`src/rtl/conv_operand_mem_if.sv`:
```
// Host/engine-facing signal bundle for conv_operand_mem; the readback pair is present
// only when CONV_OPERAND_MEM_RDBACK_EN is defined.
interface conv_operand_mem_if #(
   parameter int DW  = 8,
   parameter int DIM = 4,
   parameter int K   = 3,
   parameter int NCH = 2,
   parameter int RW  = 8
);
   localparam int OD   = DIM - K + 1;
   localparam int NRES = OD * OD;
   localparam int NE   = (DIM * DIM > K * K) ? DIM * DIM : K * K;
   localparam int AW   = (NE > 1) ? $clog2(NE) : 1;
   localparam int RA   = (NCH * NRES > 1) ? $clog2(NCH * NRES) : 1;

   logic                     cmd_clear;
   logic                     wr_en;
   logic                     wr_sel;
   logic [AW-1:0]            wr_addr;
   logic [DW-1:0]            wr_data;
   logic                     load_done;
   logic [DIM*DIM*DW-1:0]    data_bus;
   logic [K*K*DW-1:0]        filter_bus;
   logic                     mem_ready;
   logic                     res_valid;
   logic                     res_ready;
   logic [NCH*NRES*RW-1:0]   res_in;
   logic [NCH*NRES*RW-1:0]   res_bus;
   logic [2:0]               ms;
   logic                     wr_err;
`ifdef CONV_OPERAND_MEM_RDBACK_EN
   logic [RA-1:0]            rd_addr;
   logic [RW-1:0]            rd_data;
`endif

   modport master (
      output cmd_clear, wr_en, wr_sel, wr_addr, wr_data, load_done, res_valid, res_in,
`ifdef CONV_OPERAND_MEM_RDBACK_EN
      output rd_addr,
      input  rd_data,
`endif
      input  data_bus, filter_bus, mem_ready, res_ready, res_bus, ms, wr_err
   );

   modport slave (
      input  cmd_clear, wr_en, wr_sel, wr_addr, wr_data, load_done, res_valid, res_in,
`ifdef CONV_OPERAND_MEM_RDBACK_EN
      input  rd_addr,
      output rd_data,
`endif
      output data_bus, filter_bus, mem_ready, res_ready, res_bus, ms, wr_err
   );
endinterface

```
`src/rtl/conv_operand_mem.sv`:
```
// Operand/result store for the convolution engine: serial host load, flat operand buses,
// single valid/ready result capture per run. Optional readback: CONV_OPERAND_MEM_RDBACK_EN.
module conv_operand_mem #(
   parameter int DW  = 8,
   parameter int DIM = 4,
   parameter int K   = 3,
   parameter int NCH = 2,
   parameter int RW  = 8
) (
   input logic               clk,
   input logic               rst,
   conv_operand_mem_if.slave bus
);
   localparam int OD   = DIM - K + 1;
   localparam int NRES = OD * OD;
   localparam int ND   = DIM * DIM;
   localparam int NF   = K * K;
   localparam int NR   = NCH * NRES;

   localparam logic [2:0] S_IDLE  = 3'b000;
   localparam logic [2:0] S_LOAD  = 3'b011;
   localparam logic [2:0] S_ARMED = 3'b001;
   localparam logic [2:0] S_DONE  = 3'b010;

   logic [2:0]         state;
   logic [ND*DW-1:0]   data_q;
   logic [NF*DW-1:0]   filt_q;
   logic [NR*RW-1:0]   res_q;
   logic               mem_rdy_q;
   logic               res_rdy_q;
   logic               err_q;

   logic [31:0]        waddr;
   logic               legal;
   logic               wr_ok;
   logic               wr_bad;

   always_comb begin
      waddr  = 32'(bus.wr_addr);
      legal  = bus.wr_sel ? (waddr < 32'(NF)) : (waddr < 32'(ND));
      wr_ok  = bus.wr_en && legal && (state == S_IDLE || state == S_LOAD);
      wr_bad = bus.wr_en && !wr_ok;
   end

   always_ff @(posedge clk) begin
      if (rst || bus.cmd_clear) begin
         state     <= S_IDLE;
         data_q    <= '0;
         filt_q    <= '0;
         res_q     <= '0;
         mem_rdy_q <= 1'b0;
         res_rdy_q <= 1'b0;
         err_q     <= 1'b0;
      end else begin
         // Element decode by loop keeps every select in range even for illegal addresses.
         if (wr_ok) begin
            for (int unsigned i = 0; i < ND; i++)
               if (!bus.wr_sel && waddr == i) data_q[i*DW +: DW] <= bus.wr_data;
            for (int unsigned i = 0; i < NF; i++)
               if (bus.wr_sel && waddr == i) filt_q[i*DW +: DW] <= bus.wr_data;
         end
         if (wr_bad) err_q <= 1'b1;
         case (state)
            S_IDLE:  if (wr_ok) state <= S_LOAD;
            S_LOAD:
               if (bus.load_done) begin
                  state     <= S_ARMED;
                  mem_rdy_q <= 1'b1;
                  res_rdy_q <= 1'b1;
               end
            S_ARMED:
               if (bus.res_valid && res_rdy_q) begin
                  res_q     <= bus.res_in;
                  state     <= S_DONE;
                  mem_rdy_q <= 1'b0;
                  res_rdy_q <= 1'b0;
               end
            default: ;
         endcase
      end
   end

   assign bus.data_bus   = data_q;
   assign bus.filter_bus = filt_q;
   assign bus.res_bus    = res_q;
   assign bus.mem_ready  = mem_rdy_q;
   assign bus.res_ready  = res_rdy_q;
   assign bus.ms         = state;
   assign bus.wr_err     = err_q;

`ifdef CONV_OPERAND_MEM_RDBACK_EN
   logic [RW-1:0] rd_q;

   always_ff @(posedge clk) begin
      if (rst || bus.cmd_clear) begin
         rd_q <= '0;
      end else begin
         rd_q <= '0;
         for (int unsigned i = 0; i < NR; i++)
            if (32'(bus.rd_addr) == i) rd_q <= res_q[i*RW +: RW];
      end
   end

   assign bus.rd_data = rd_q;
`endif
endmodule

```
`src/flat_wrapper.sv`:
```
// flat-port wrapper written by rule: the top's interface ports become plain ports
module conv_operand_mem_flat 
#(
   parameter int DW  = 8,
   parameter int DIM = 4,
   parameter int K   = 3,
   parameter int NCH = 2,
   parameter int RW  = 8
)
  (clk, rst, bus_cmd_clear, bus_wr_en, bus_wr_sel, bus_wr_addr, bus_wr_data, bus_load_done, bus_res_valid, bus_res_in, bus_data_bus, bus_filter_bus, bus_mem_ready, bus_res_ready, bus_res_bus, bus_ms, bus_wr_err);
  conv_operand_mem_if #(.DW(DW), .DIM(DIM), .K(K), .NCH(NCH), .RW(RW)) bus_i ();
  input logic clk;
  input logic rst;
  input wire logic [$bits(bus_i.cmd_clear)-1:0] bus_cmd_clear;
  input wire logic [$bits(bus_i.wr_en)-1:0] bus_wr_en;
  input wire logic [$bits(bus_i.wr_sel)-1:0] bus_wr_sel;
  input wire logic [$bits(bus_i.wr_addr)-1:0] bus_wr_addr;
  input wire logic [$bits(bus_i.wr_data)-1:0] bus_wr_data;
  input wire logic [$bits(bus_i.load_done)-1:0] bus_load_done;
  input wire logic [$bits(bus_i.res_valid)-1:0] bus_res_valid;
  input wire logic [$bits(bus_i.res_in)-1:0] bus_res_in;
  output wire logic [$bits(bus_i.data_bus)-1:0] bus_data_bus;
  output wire logic [$bits(bus_i.filter_bus)-1:0] bus_filter_bus;
  output wire logic [$bits(bus_i.mem_ready)-1:0] bus_mem_ready;
  output wire logic [$bits(bus_i.res_ready)-1:0] bus_res_ready;
  output wire logic [$bits(bus_i.res_bus)-1:0] bus_res_bus;
  output wire logic [$bits(bus_i.ms)-1:0] bus_ms;
  output wire logic [$bits(bus_i.wr_err)-1:0] bus_wr_err;
  assign bus_i.cmd_clear = bus_cmd_clear;
  assign bus_i.wr_en = bus_wr_en;
  assign bus_i.wr_sel = bus_wr_sel;
  assign bus_i.wr_addr = bus_wr_addr;
  assign bus_i.wr_data = bus_wr_data;
  assign bus_i.load_done = bus_load_done;
  assign bus_i.res_valid = bus_res_valid;
  assign bus_i.res_in = bus_res_in;
  assign bus_data_bus = bus_i.data_bus;
  assign bus_filter_bus = bus_i.filter_bus;
  assign bus_mem_ready = bus_i.mem_ready;
  assign bus_res_ready = bus_i.res_ready;
  assign bus_res_bus = bus_i.res_bus;
  assign bus_ms = bus_i.ms;
  assign bus_wr_err = bus_i.wr_err;
  conv_operand_mem #(.DW(DW), .DIM(DIM), .K(K), .NCH(NCH), .RW(RW)) u_core (.clk(clk), .rst(rst), .bus(bus_i));
endmodule
```
`config.mk`:
```
export PLATFORM = sky130hd
export DESIGN_NAME = conv_operand_mem_flat
export DESIGN_NICKNAME = d
export VERILOG_FILES = /design/src/rtl/conv_operand_mem_if.sv /design/src/rtl/conv_operand_mem.sv /design/src/flat_wrapper.sv
export SDC_FILE = /design/constraint.sdc
export NUM_CORES = 1
export LEC_CHECK = 0
export ABC_AREA = 1
export BUFFER_PORTS_ARGS = -buffer_cell sky130_fd_sc_hd__buf_2
export CAP_MARGIN = 20
export CORE_MARGIN = 4
export CORE_UTILIZATION = 50
export CTS_BUF_LIST = sky130_fd_sc_hd__clkbuf_8
export CTS_CLUSTER_SIZE = 14
export DETAILED_ROUTE_END_ITERATION = 7
export GPL_ROUTABILITY_DRIVEN = 0
export PLACE_DENSITY = 0.8
export SLEW_MARGIN = 20
export SYNTH_ARGS = -nofsm -noshare
export SYNTH_HDL_FRONTEND = slang
export SYNTH_SLANG_ARGS = --single-unit
export TNS_END_PERCENT = 50
```
`constraint.sdc`:
```
create_clock -name clk -period 2.35 [get_ports clk]
set_clock_uncertainty 0.2 [all_clocks]
set_input_delay 0.3525 -clock clk [delete_from_list [all_inputs] [get_ports clk]]
set_output_delay 0.3525 -clock clk [all_outputs]
set_load 0.01 [all_outputs]
```
==> out/qor.yml, run 1 <==
routing:
  detail_route.wl_per_cell_um: 16.7
  dr.pass1.iters: 5
  ant_nets: 0
  drtIter0Drc: 736
  num_vias: 10300
  wl_mm: 33.6
  viasPerCell: 5.16
  drc: 0
layout:
  final_area_sq_mm: 0.0136
  fin_util_pct: 69.2
  final_common_cell: "nor2_1"
  seq_area_sq_mm: 0.00537
  drive_gt1_share_pct: 27.1
  fin_nets: 1793
  final_cell_mix: "nor2_1 (378), buf_2 (351), dfxtp_1 (268)"
  fillers: 1620
  syn2layout_area_growth_pct: 34.8
  finalNonFillerCells: 2006
  multi_input_area_sq_mm: 0.00412
timing:
  setup_viol_count_final: 0
  tns_ns: 0
  tightestPinTransition_ns: 0.569
  fmax_ghz: 0.471
  relSlewSlack_pct: 62.0
  finalCriticalPeriod_ns: 2.12
  drv_slew: 0
  fin_ws_ns: 0.225
  rsz0062_at_grt: "no"
  finalCritPeriodShare_pct: 90.4
  hold_viol: 0
  whs_ns: 0.0781
setup_path:
  criticalPathCategory: "register to register"
  worstPathArrival_ns: 2.36
  reg2reg_to: "u_core.bus.data_bus[62]"
  cp-end-kind: "register"
  r2r_slack_ns: 0.23
  rr_worst_depth: 7
  r2r_start: "u_core.bus.ms[1]"
  worst-endpoint-required_ns: 2.58
  worstPathMaxFanout: 16
  cp-endpoint: "u_core.bus.data_bus[62]"
  cp-start-kind: "register"
  startpoint: "u_core.bus.ms[1]"
clock_network:
  cts_buffer_depth: 3
  h-tree-depth: 2
  cts_tree: "built"
  path_clk_slew_ns: 0.06
  cts_buffers: 43
  clock_latency_ns: 0.52
  root_buffer: "clkbuf_8"
  cts_sinks: 268
floorplanning:
  start_util_pct: 51.3
  die-height_um: 150
  die_area_sq_mm: 0.0225
  floorplan.rows: 51
  ioPinCount: 353
  core_sq_mm: 0.0197
  die_w_um: 150
place:
  dp_cells: 1856
  hpwl_mm: 21.2
  place_area_sq_mm: 0.0119
  dp_slack_ns: -0.0966
  io_buffers: 351
global_route:
  grt_pass1_vias: 10100
  overflow: 0
  antenna_found_initial: 3
  grt_pass1_wl_mm: 52.1
  grtUsageTotal_pct: 28.8
  grt_max_degree: 104
yosys:
  ys_types: 27
  ys_seq_elements: 268
  synth_top_cell_area_share_pct: 53.2
  yosysSeqAreaShare_pct: 53.2
  syn-cell-area_sq_mm: 0.0101
  synthCells: 1313
  yosysWarnings: 0
  synth_nets: 1401
  synth_area_leaders: "dfxtp_1 (53%), nor2_1 (14%), o21ai_0 (9.6%)"
  yosys.area.top_type: "dfxtp_1"
  synth_area_per_cell_sq_um: 7.68
power:
  peakVddDrop_v: 0.000556
  total_power_mw: 9.44
  p_leak_nw: 6.79
  power.density_mw_per_mm2: 694
hold_path:
  min_path_type: "primary input to register"
  hold_depth: 3
job:
  drv_cap: 0
run_status:
  status: "completed"
==> worst min-delay path by stage <==
| stage | end | start |
|---|---|---|
| 6_report | u_core.bus.filter_bus[48] | bus_wr_data[0] |
| 5_1_grt | u_core.bus.filter_bus[49] | bus_wr_data[1] |
| 4_1_cts | u_core.bus.filter_bus[48] | bus_wr_data[0] |
| 3_5_place_dp | u_core.bus.filter_bus[5] | u_core.bus.filter_bus[5] |
| 3_3_place_gp | u_core.bus.filter_bus[5] | u_core.bus.filter_bus[5] |
| 2_1_floorplan | u_core.bus.res_bus[0] | bus_res_in[0] |
==> final cells by class <==
cell class,count,share of cell area (%)
inverters,57,1.63
repair buffers,437,19.4
flip-flops and latches,268,39.5
clock buffers,56,5.67
multi-input cells,898,30.3
clock inverters,21,1.06
well taps,265,2.44
diodes,4,0.0736
==> cells by family (layout without fill, tap and decap cells) <==
group / count (synthesis) / after routing / share of synthesized area (%)
adder cells (fa/ha/maj): 5 / 5 / 0.620
flip-flops: 268 / 268 / 53.2
buffers and inverters: 147 / 571 / 6.75
other: 1 / 5 / 0.0372
AND/OR/NAND/NOR: 646 / 646 / 27.2
AO/OA/AOI/OAI: 246 / 246 / 12.2
==> metal layers <==
layer | global-route usage, % | part of all wire, %
met1 | 33.7 | 39
met2 | 48.4 | 48
met3 | 6.87 | 7.8
met4 | 16.1 | 5.2
met5 | 0 | 0
==> report_power, final <==
part / internal, mW / switching (mW)
Sequential: 4.57 / 0.0166
Clock: 2.36 / 1.83
Combinational: 0.248 / 0.428
==> worst max-delay path, cell delays in order, from the launching register on <==
cell and delay, ns:
dfxtp_1 0.39, inv_1 0.10, ha_2 0.34, nor3_4 0.30, nand2_1 0.19, clkinvlp_4 0.24, o21ai_0 0.12, a21oi_1 0.14
==> registers in the layout, summed over array words and instances, names as in the netlist <==
register / count
u_core.bus.res_bus: 64
u_core.bus.ms: 2
u_core.bus.data_bus: 128
u_core.bus.filter_bus: 72
u_core.bus.mem_ready: 1
u_core.bus.wr_err: 1
==> timing repair <==
| item | CTS | global route |
|---|---|---|
| setup buffers | 0 | 1 |
| hold endpoints to repair | 67 | 0 |
| endpoints found under the setup margin | 24 | 86 |
| pin swaps | 0 | 2 |
| resized for setup | 4 | 13 |
| hold buffers | 68 | 0 |
==> synth_stat cells <==
cell      count
nand2_4       1
buf_6        11
nand4_2       4
or2_2         1
nor3_4        1
buf_4         7
nand2_8       1
inv_2         4
nor2_1      387
buf_2        16
inv_1        46
buf_1         6
nor2_2        2
o21ai_0     193
clkinv_1      7
nor3_1       65
nand2_2       1
a21oi_1      53
nand3_1       2
nor2_8        7
clkbuf_1     50
nand4_4       1
ha_1          5
conb_1        1
nor2_4        3
dfxtp_1     268
nand2_1     170
(Power assumes the default switching activity.)
==> inputs of run 2 (changes only) <==
--- a/config.mk
+++ b/config.mk
@@ -14,6 +14,7 @@
 export CTS_CLUSTER_SIZE = 14
 export DETAILED_ROUTE_END_ITERATION = 7
 export GPL_ROUTABILITY_DRIVEN = 0
+export GPL_TIMING_DRIVEN = 0
 export PLACE_DENSITY = 0.8
 export SLEW_MARGIN = 20
 export SYNTH_ARGS = -nofsm -noshare
==> constraint.sdc (replaced) <==
create_clock -name clk -period 2.05 [get_ports clk]
set_clock_uncertainty 0.2 [all_clocks]
set_input_delay 0.3075 -clock clk [delete_from_list [all_inputs] [get_ports clk]]
set_output_delay 0.3075 -clock clk [all_outputs]
set_load 0.01 [all_outputs]
==> out/qor.yml, run 2 (synthesized netlist as in run 1, its figures left out) <==
run_status:
  status: "completed"
global_route:
  grt_pass1_wl_mm: 54.8  # +5.1%
  antenna_found_initial: 2  # -1
  grtUsageTotal_pct: 30.4  # +1.6 points
  grt_pass1_vias: 10500  # +4.1%
  grt_max_degree: 12  # -88%
  overflow: 0  # unchanged
layout:
  multi_input_area_sq_mm: 0.00414  # +0.43%
  final_area_sq_mm: 0.0139  # +2.4%
  seq_area_sq_mm: 0.00537  # +0.14%
  fillers: 1581  # -2.4%
  final_common_cell: "nor2_1"
  fin_nets: 1876  # +4.6%
  drive_gt1_share_pct: 27.8  # +0.66 points
  largest_reg_flops: 128  # unchanged
  syn2layout_area_growth_pct: 38.0
  final_cell_mix: "nor2_1 (377), buf_2 (364), dfxtp_1 (266)"
  fin_util_pct: 70.8  # +1.6 points
power:
  power.share.combinational_pct: 7.9  # +0.7 points
  pwr-share-clk_pct: 42.2  # -2.1 points
  share_seq_of_total_power_pct: 49.8  # +1.2 points
  p_leak_nw: 7.01  # +3.2%
  total_power_mw: 10.6  # +12%
  p_switching_mw: 2.63  # +16%
  power.density_mw_per_mm2: 759  # +9.3%
  p_int_mw: 7.93  # +11%
  peakVddDrop_v: 0.000538  # -3.4%
  p_sw_share_pct: 24.9  # +0.86 points
setup_path:
  critPathBufInv: 2  # unchanged
  cp_cell_sequence: "inv_2 -> ha_4 -> nor3_4 -> buf_4 -> nand2_2 -> o21ai_0 -> nor2_1"
  slowest_stage: "dfxtp_4"
  worstPathMaxFanout: 9  # -7
  crit_family: "simple AND/OR/NAND/NOR gates"
  cp-end-kind: "register"
  worstPathArrival_ns: 2.17  # -0.19 ns
  worst-endpoint-required_ns: 2.27  # -0.31 ns
  cp-start-kind: "register"
  slowest_delay_ns: 0.37  # -0.02 ns
  criticalPathCategory: "register to register"
routing:
  wl_mm: 35.8  # +6.5%
  ant_nets: 0  # unchanged
  num_vias: 10800  # +4.4%
  dr.pass1.iters: 5  # unchanged
  drtIter0Drc: 617  # -16%
  drc: 0  # unchanged
  viasPerCell: 5.18  # +0.41%
  detail_route.wl_per_cell_um: 17.1  # +2.4%
floorplanning:
  die_area_sq_mm: 0.0225  # unchanged
  core_sq_mm: 0.0197  # unchanged
  floorplan.rows: 51  # unchanged
  die-height_um: 150  # unchanged
  die_w_um: 150  # unchanged
  start_util_pct: 51.3  # unchanged
  ioPinCount: 353  # unchanged
clock_network:
  cts_buffers: 44  # +2.3%
  cts_sinks: 268  # unchanged
  root_buffer: "clkbuf_8"
  clock_latency_ns: 0.52  # about the same
  path_clk_slew_ns: 0.06  # about the same
  cts_buffer_depth: 3  # unchanged
  cts_tree: "built"
  h-tree-depth: 2  # unchanged
timing:
  drv_slew: 0  # unchanged
  finalCriticalPeriod_ns: 1.94  # -0.182 ns
  hold_viol: 0  # unchanged
  tightestPinTransition_ns: 0.802  # +0.233 ns
  rsz0062_at_grt: "yes"
  finalCritPeriodShare_pct: 94.8  # +4.4 points
  setup_viol_count_final: 0  # unchanged
  relSlewSlack_pct: 46.5  # -15 points
  fmax_ghz: 0.515  # +9.3%
  fin_ws_ns: 0.107  # -0.118 ns
hold_path:
  min_path_type: "primary input to register"
place:
  place_area_sq_mm: 0.0122  # +2.3%
  io_buffers: 351  # unchanged
  hpwl_mm: 23.8  # +12%
  dp_slack_ns: -0.318  # -0.221 ns
job:
  drv_cap: 0  # unchanged
[run 2: area by class of cell]
class                   count  area share [%]
flip-flops and latches    268            38.6
well taps                 265            2.38
inverters                  57            1.58
multi-input cells         898            29.7
clock inverters            25           0.944
repair buffers            430            18.2
clock buffers              51            5.04
diodes                      3          0.0539
plain buffers              89            3.48
[run 2: power groups by stage]
stage                     clock network, mW  registers, mW  logic, mW
after floorplan                           0           5.39      0.386
after global placement                    0           5.37      0.654
after detailed placement                  0           5.37      0.663
after CTS                              4.50           5.26      0.798
after global routing                   4.76           5.26      0.903
final                                  4.46           5.26      0.838
[run 2: final timing paths]
kind	cells after the start	startpoint	endpoint	slack, ns
hold / removal	5	bus_wr_addr[2]	u_core.bus.data_bus[71]	0.1
hold reg to reg	2	u_core.bus.wr_err	u_core.bus.wr_err	0.27
setup / recovery	7	u_core.bus.ms[1]	u_core.bus.data_bus[38]	0.11
setup reg to reg	7	u_core.bus.ms[1]	u_core.bus.data_bus[38]	0.11
[run 2: worst reg2reg max path, stage by stage (launching register included)]
cell and delay (ns):
dfxtp_4 0.37, inv_2 0.06, ha_4 0.28, nor3_4 0.31
buf_4 0.20, nand2_2 0.14, o21ai_0 0.22, nor2_1 0.06
[run 2: routing by layer]
layer  wire length (um)  vias up  GRT usage, %
met1              13600     4945          35.2
met2              17200      589          52.2
met4               1800        0          16.1
li1                   -     5133             -
met3               3190      130          7.06
met5                  0        -             0
[run 2: per-stage QoR]
| step | setup TNS [ns] | hold WS (ns) | cells |
|---|---|---|---|
| after floorplan | 0 | 0.242 | 1313 |
| after global routing | -0.0405 | 0.127 | 2085 |
| final | 0 | 0.0990 | 2086 |
| after detailed placement | -30.66 | 0.257 | 1929 |
| after CTS | 0 | 0.0598 | 2080 |
| after global placement | -22.53 | 0.248 | 1929 |
[run 2: repair_timing]
| item | 4_1_cts | 5_1_grt |
|---|---|---|
| hold buffers | 74 | 0 |
| setup endpoints to repair | 215 | 148 |
| pin swaps | 3 | 4 |
| cloned | 0 | 0 |
| hold endpoints to repair | 99 | 0 |
| resized for setup | 28 | 34 |
| setup buffers | 1 | 4 |
==> inputs of run 3 (changes only) <==
--- a/config.mk
+++ b/config.mk
@@ -9,14 +9,14 @@
 export BUFFER_PORTS_ARGS = -buffer_cell sky130_fd_sc_hd__buf_2
 export CAP_MARGIN = 20
 export CORE_MARGIN = 4
-export CORE_UTILIZATION = 50
+export CORE_UTILIZATION = 40
 export CTS_BUF_LIST = sky130_fd_sc_hd__clkbuf_8
 export CTS_CLUSTER_SIZE = 14
 export DETAILED_ROUTE_END_ITERATION = 7
 export GPL_ROUTABILITY_DRIVEN = 0
 export GPL_TIMING_DRIVEN = 0
-export PLACE_DENSITY = 0.8
-export SLEW_MARGIN = 20
+export PLACE_DENSITY = 0.66
+export SLEW_MARGIN = 10
 export SYNTH_ARGS = -nofsm -noshare
 export SYNTH_HDL_FRONTEND = slang
 export SYNTH_SLANG_ARGS = --single-unit
==> constraint.sdc (replaced) <==
create_clock -name clk -period 2.4 [get_ports clk]
set_clock_uncertainty 0.2 [all_clocks]
set_input_delay 0.36 -clock clk [delete_from_list [all_inputs] [get_ports clk]]
set_output_delay 0.36 -clock clk [all_outputs]
set_load 0.01 [all_outputs]
==> out/qor.yml, run 3 (synthesized netlist as in run 1, its figures left out) <==
run_status:
  status: "completed"
setup_path:
  worstPathMaxFanout: 10  # +1
  cp_cell_sequence: "inv_1 -> ha_1 -> inv_1 -> nor2_1 -> buf_2 -> clkbuf_1 -> o21ai_0 -> nor2_1"
  slowest_stage: "clkbuf_1"
  critPathBufInv: 4  # +2
  criticalPathCategory: "register to register"
  slowest_delay_ns: 0.36  # about the same
  worstPathArrival_ns: 2.48  # +0.31 ns
  worst-endpoint-required_ns: 2.67  # +0.40 ns
  cp-end-kind: "register"
  cp-start-kind: "register"
  crit_family: "buffers and inverters"
timing:
  drv_slew: 0  # unchanged
  hold_viol: 0  # unchanged
  finalCriticalPeriod_ns: 2.22  # +0.275 ns
  finalCritPeriodShare_pct: 92.4  # -2.3 points
  whs_ns: 0.0352  # -0.0637 ns
  setup_viol_count_final: 0  # unchanged
  tightestPinTransition_ns: 0.794  # -0.00872 ns
  relSlewSlack_pct: 47.1  # +0.58 points
  rsz0062_at_grt: "no"
  fin_ws_ns: 0.181  # +0.0745 ns
  fmax_ghz: 0.451  # -12%
  tns_ns: 0  # unchanged
floorplanning:
  die_w_um: 167  # +11%
  start_util_pct: 41.1  # -10 points
  core_sq_mm: 0.0245  # +25%
  ioPinCount: 353  # unchanged
  die-height_um: 167  # +11%
  floorplan.rows: 57  # +12%
  die_area_sq_mm: 0.0278  # +24%
layout:
  syn2layout_area_growth_pct: 39.0
  drive_gt1_share_pct: 27.2  # -0.57 points
  final_common_cell: "nor2_1"
  final_cell_mix: "nor2_1 (379), buf_2 (367), dfxtp_1 (267)"
  n_antenna_cell: 0  # -3
  fin_nets: 1875  # -0.053%
  largest_reg_flops: 128  # unchanged
  finalNonFillerCells: 2147  # +2.9%
routing:
  wl_mm: 35.7  # -0.11%
  num_vias: 10400  # -3.8%
  viasPerCell: 4.84  # -6.5%
  detail_route.wl_per_cell_um: 16.6  # -2.9%
  drtIter0Drc: 647  # +4.9%
  ant_nets: 0  # unchanged
  dr.pass1.iters: 7  # +2
  drc: 0  # unchanged
clock_network:
  path_clk_slew_ns: 0.06  # about the same
  h-tree-depth: 2  # unchanged
  root_buffer: "clkbuf_8"
  cts_buffer_depth: 3  # unchanged
  cts_buffers: 46  # +4.5%
  cts_sinks: 268  # unchanged
  clock_latency_ns: 0.54  # +0.02 ns
  cts_tree: "built"
global_route:
  grt_pass1_wl_mm: 55.3  # +0.96%
  overflow: 0  # unchanged
  antenna_found_initial: 1  # -1
  grt_pass1_vias: 10100  # -4.0%
  grt_max_degree: 13  # +1
  grtUsageTotal_pct: 24.4  # -6.1 points
power:
  pwr-share-clk_pct: 44.9  # +2.7 points
  p_sw_share_pct: 24.9  # +0.033 points
  p_switching_mw: 2.35  # -11%
  power.share.combinational_pct: 7.4  # -0.5 points
  share_seq_of_total_power_pct: 47.6  # -2.2 points
  p_leak_nw: 6.97  # -0.59%
  p_int_mw: 7.08  # -11%
  peakVddDrop_v: 0.000456  # -15%
  power.density_mw_per_mm2: 673  # -11%
hold_path:
  min_path_type: "primary input to register"
place:
  dp_cells: 1988  # +3.1%
  io_buffers: 351  # unchanged
  dp_slack_ns: -0.0793  # +0.238 ns
  hpwl_mm: 25.0  # +5.2%
job:
  drv_cap: 0  # unchanged
==> run 3: cell count changes in the layout (fill, tap and decap cells not counted), sizes merged <==
cell,delta
clkinvlp,+2
dlygate4sd3,-1
clkinv,+7
bufinv,-1
clkbuf,+12
buf,-2
inv,-12
diode,-3
==> run 3: routing by layer <==
metal | part of all wire, % | GRT usage [%]
met1 | 41 | 29.4
met2 | 48 | 42.5
met3 | 8.0 | 6.68
met4 | 2.3 | 7.33
met5 | 0.031 | 0
==> run 3: area by class of cell <==
cell class                 instances  area (sq um)
clock inverter                    21           105
multi-input combinational        898          4100
sequential                       268          5370
fill                            2336         10500
buffer                            90           467
timing repair buffer             426          2500
tap                              324           405
inverter                          57           214
clock buffer                      63           867
==> run 3: power groups by stage <==
stage	logic, mW	clock network (mW)	registers [mW]
CTS	0.679	4.30	4.49
floorplan	0.329	0	4.60
finish	0.701	4.24	4.49
global route	0.760	4.55	4.49
detailed placement	0.585	0	4.59
global placement	0.580	0	4.59
==> run 3: worst register-to-register path: cells and delay by family (launching register included) <==
| family | cells | cell delay [ns] |
|---|---|---|
| AOI/OAI and AO/OA | 1 | 0.20 |
| and+or+nand+nor | 2 | 0.36 |
| buffers and inverters | 4 | 0.82 |
| adders and majority gates | 1 | 0.21 |
| DFF | 1 | 0.35 |
==> run 3: final timing paths <==
path | endpoint | slack (ns) | startpoint | depth (start not counted)
worst max register to register | u_core.bus.res_bus[28] | 0.18 | u_core.bus.ms[1] | 8
worst min-delay path | u_core.bus.mem_ready | 0.04 | bus_load_done | 5
worst max-delay path | u_core.bus.res_bus[28] | 0.18 | u_core.bus.ms[1] | 8
worst min register to register | u_core.bus.wr_err | 0.27 | u_core.bus.wr_err | 2
==> run 3: metrics by stage <==
step           power (mW)  instance area (sq um)  util, %
2_1_floorplan        4.93                  10100        -
3_3_place_gp         5.17                  12200     49.9
3_5_place_dp         5.18                  12200     49.9
4_1_cts              9.48                  14000     56.9
5_1_grt              9.80                  14000     57.2
6_report             9.43                  14000     57.2
==> run 3: what timing repair did <==
item | in CTS | in global routing
setup endpoints to repair | 33 | 87
hold buffers | 73 | 0
gates resized for setup | 0 | 16
hold endpoints to repair | 88 | 0
setup buffers | 0 | 2
pin swaps | 1 | 1
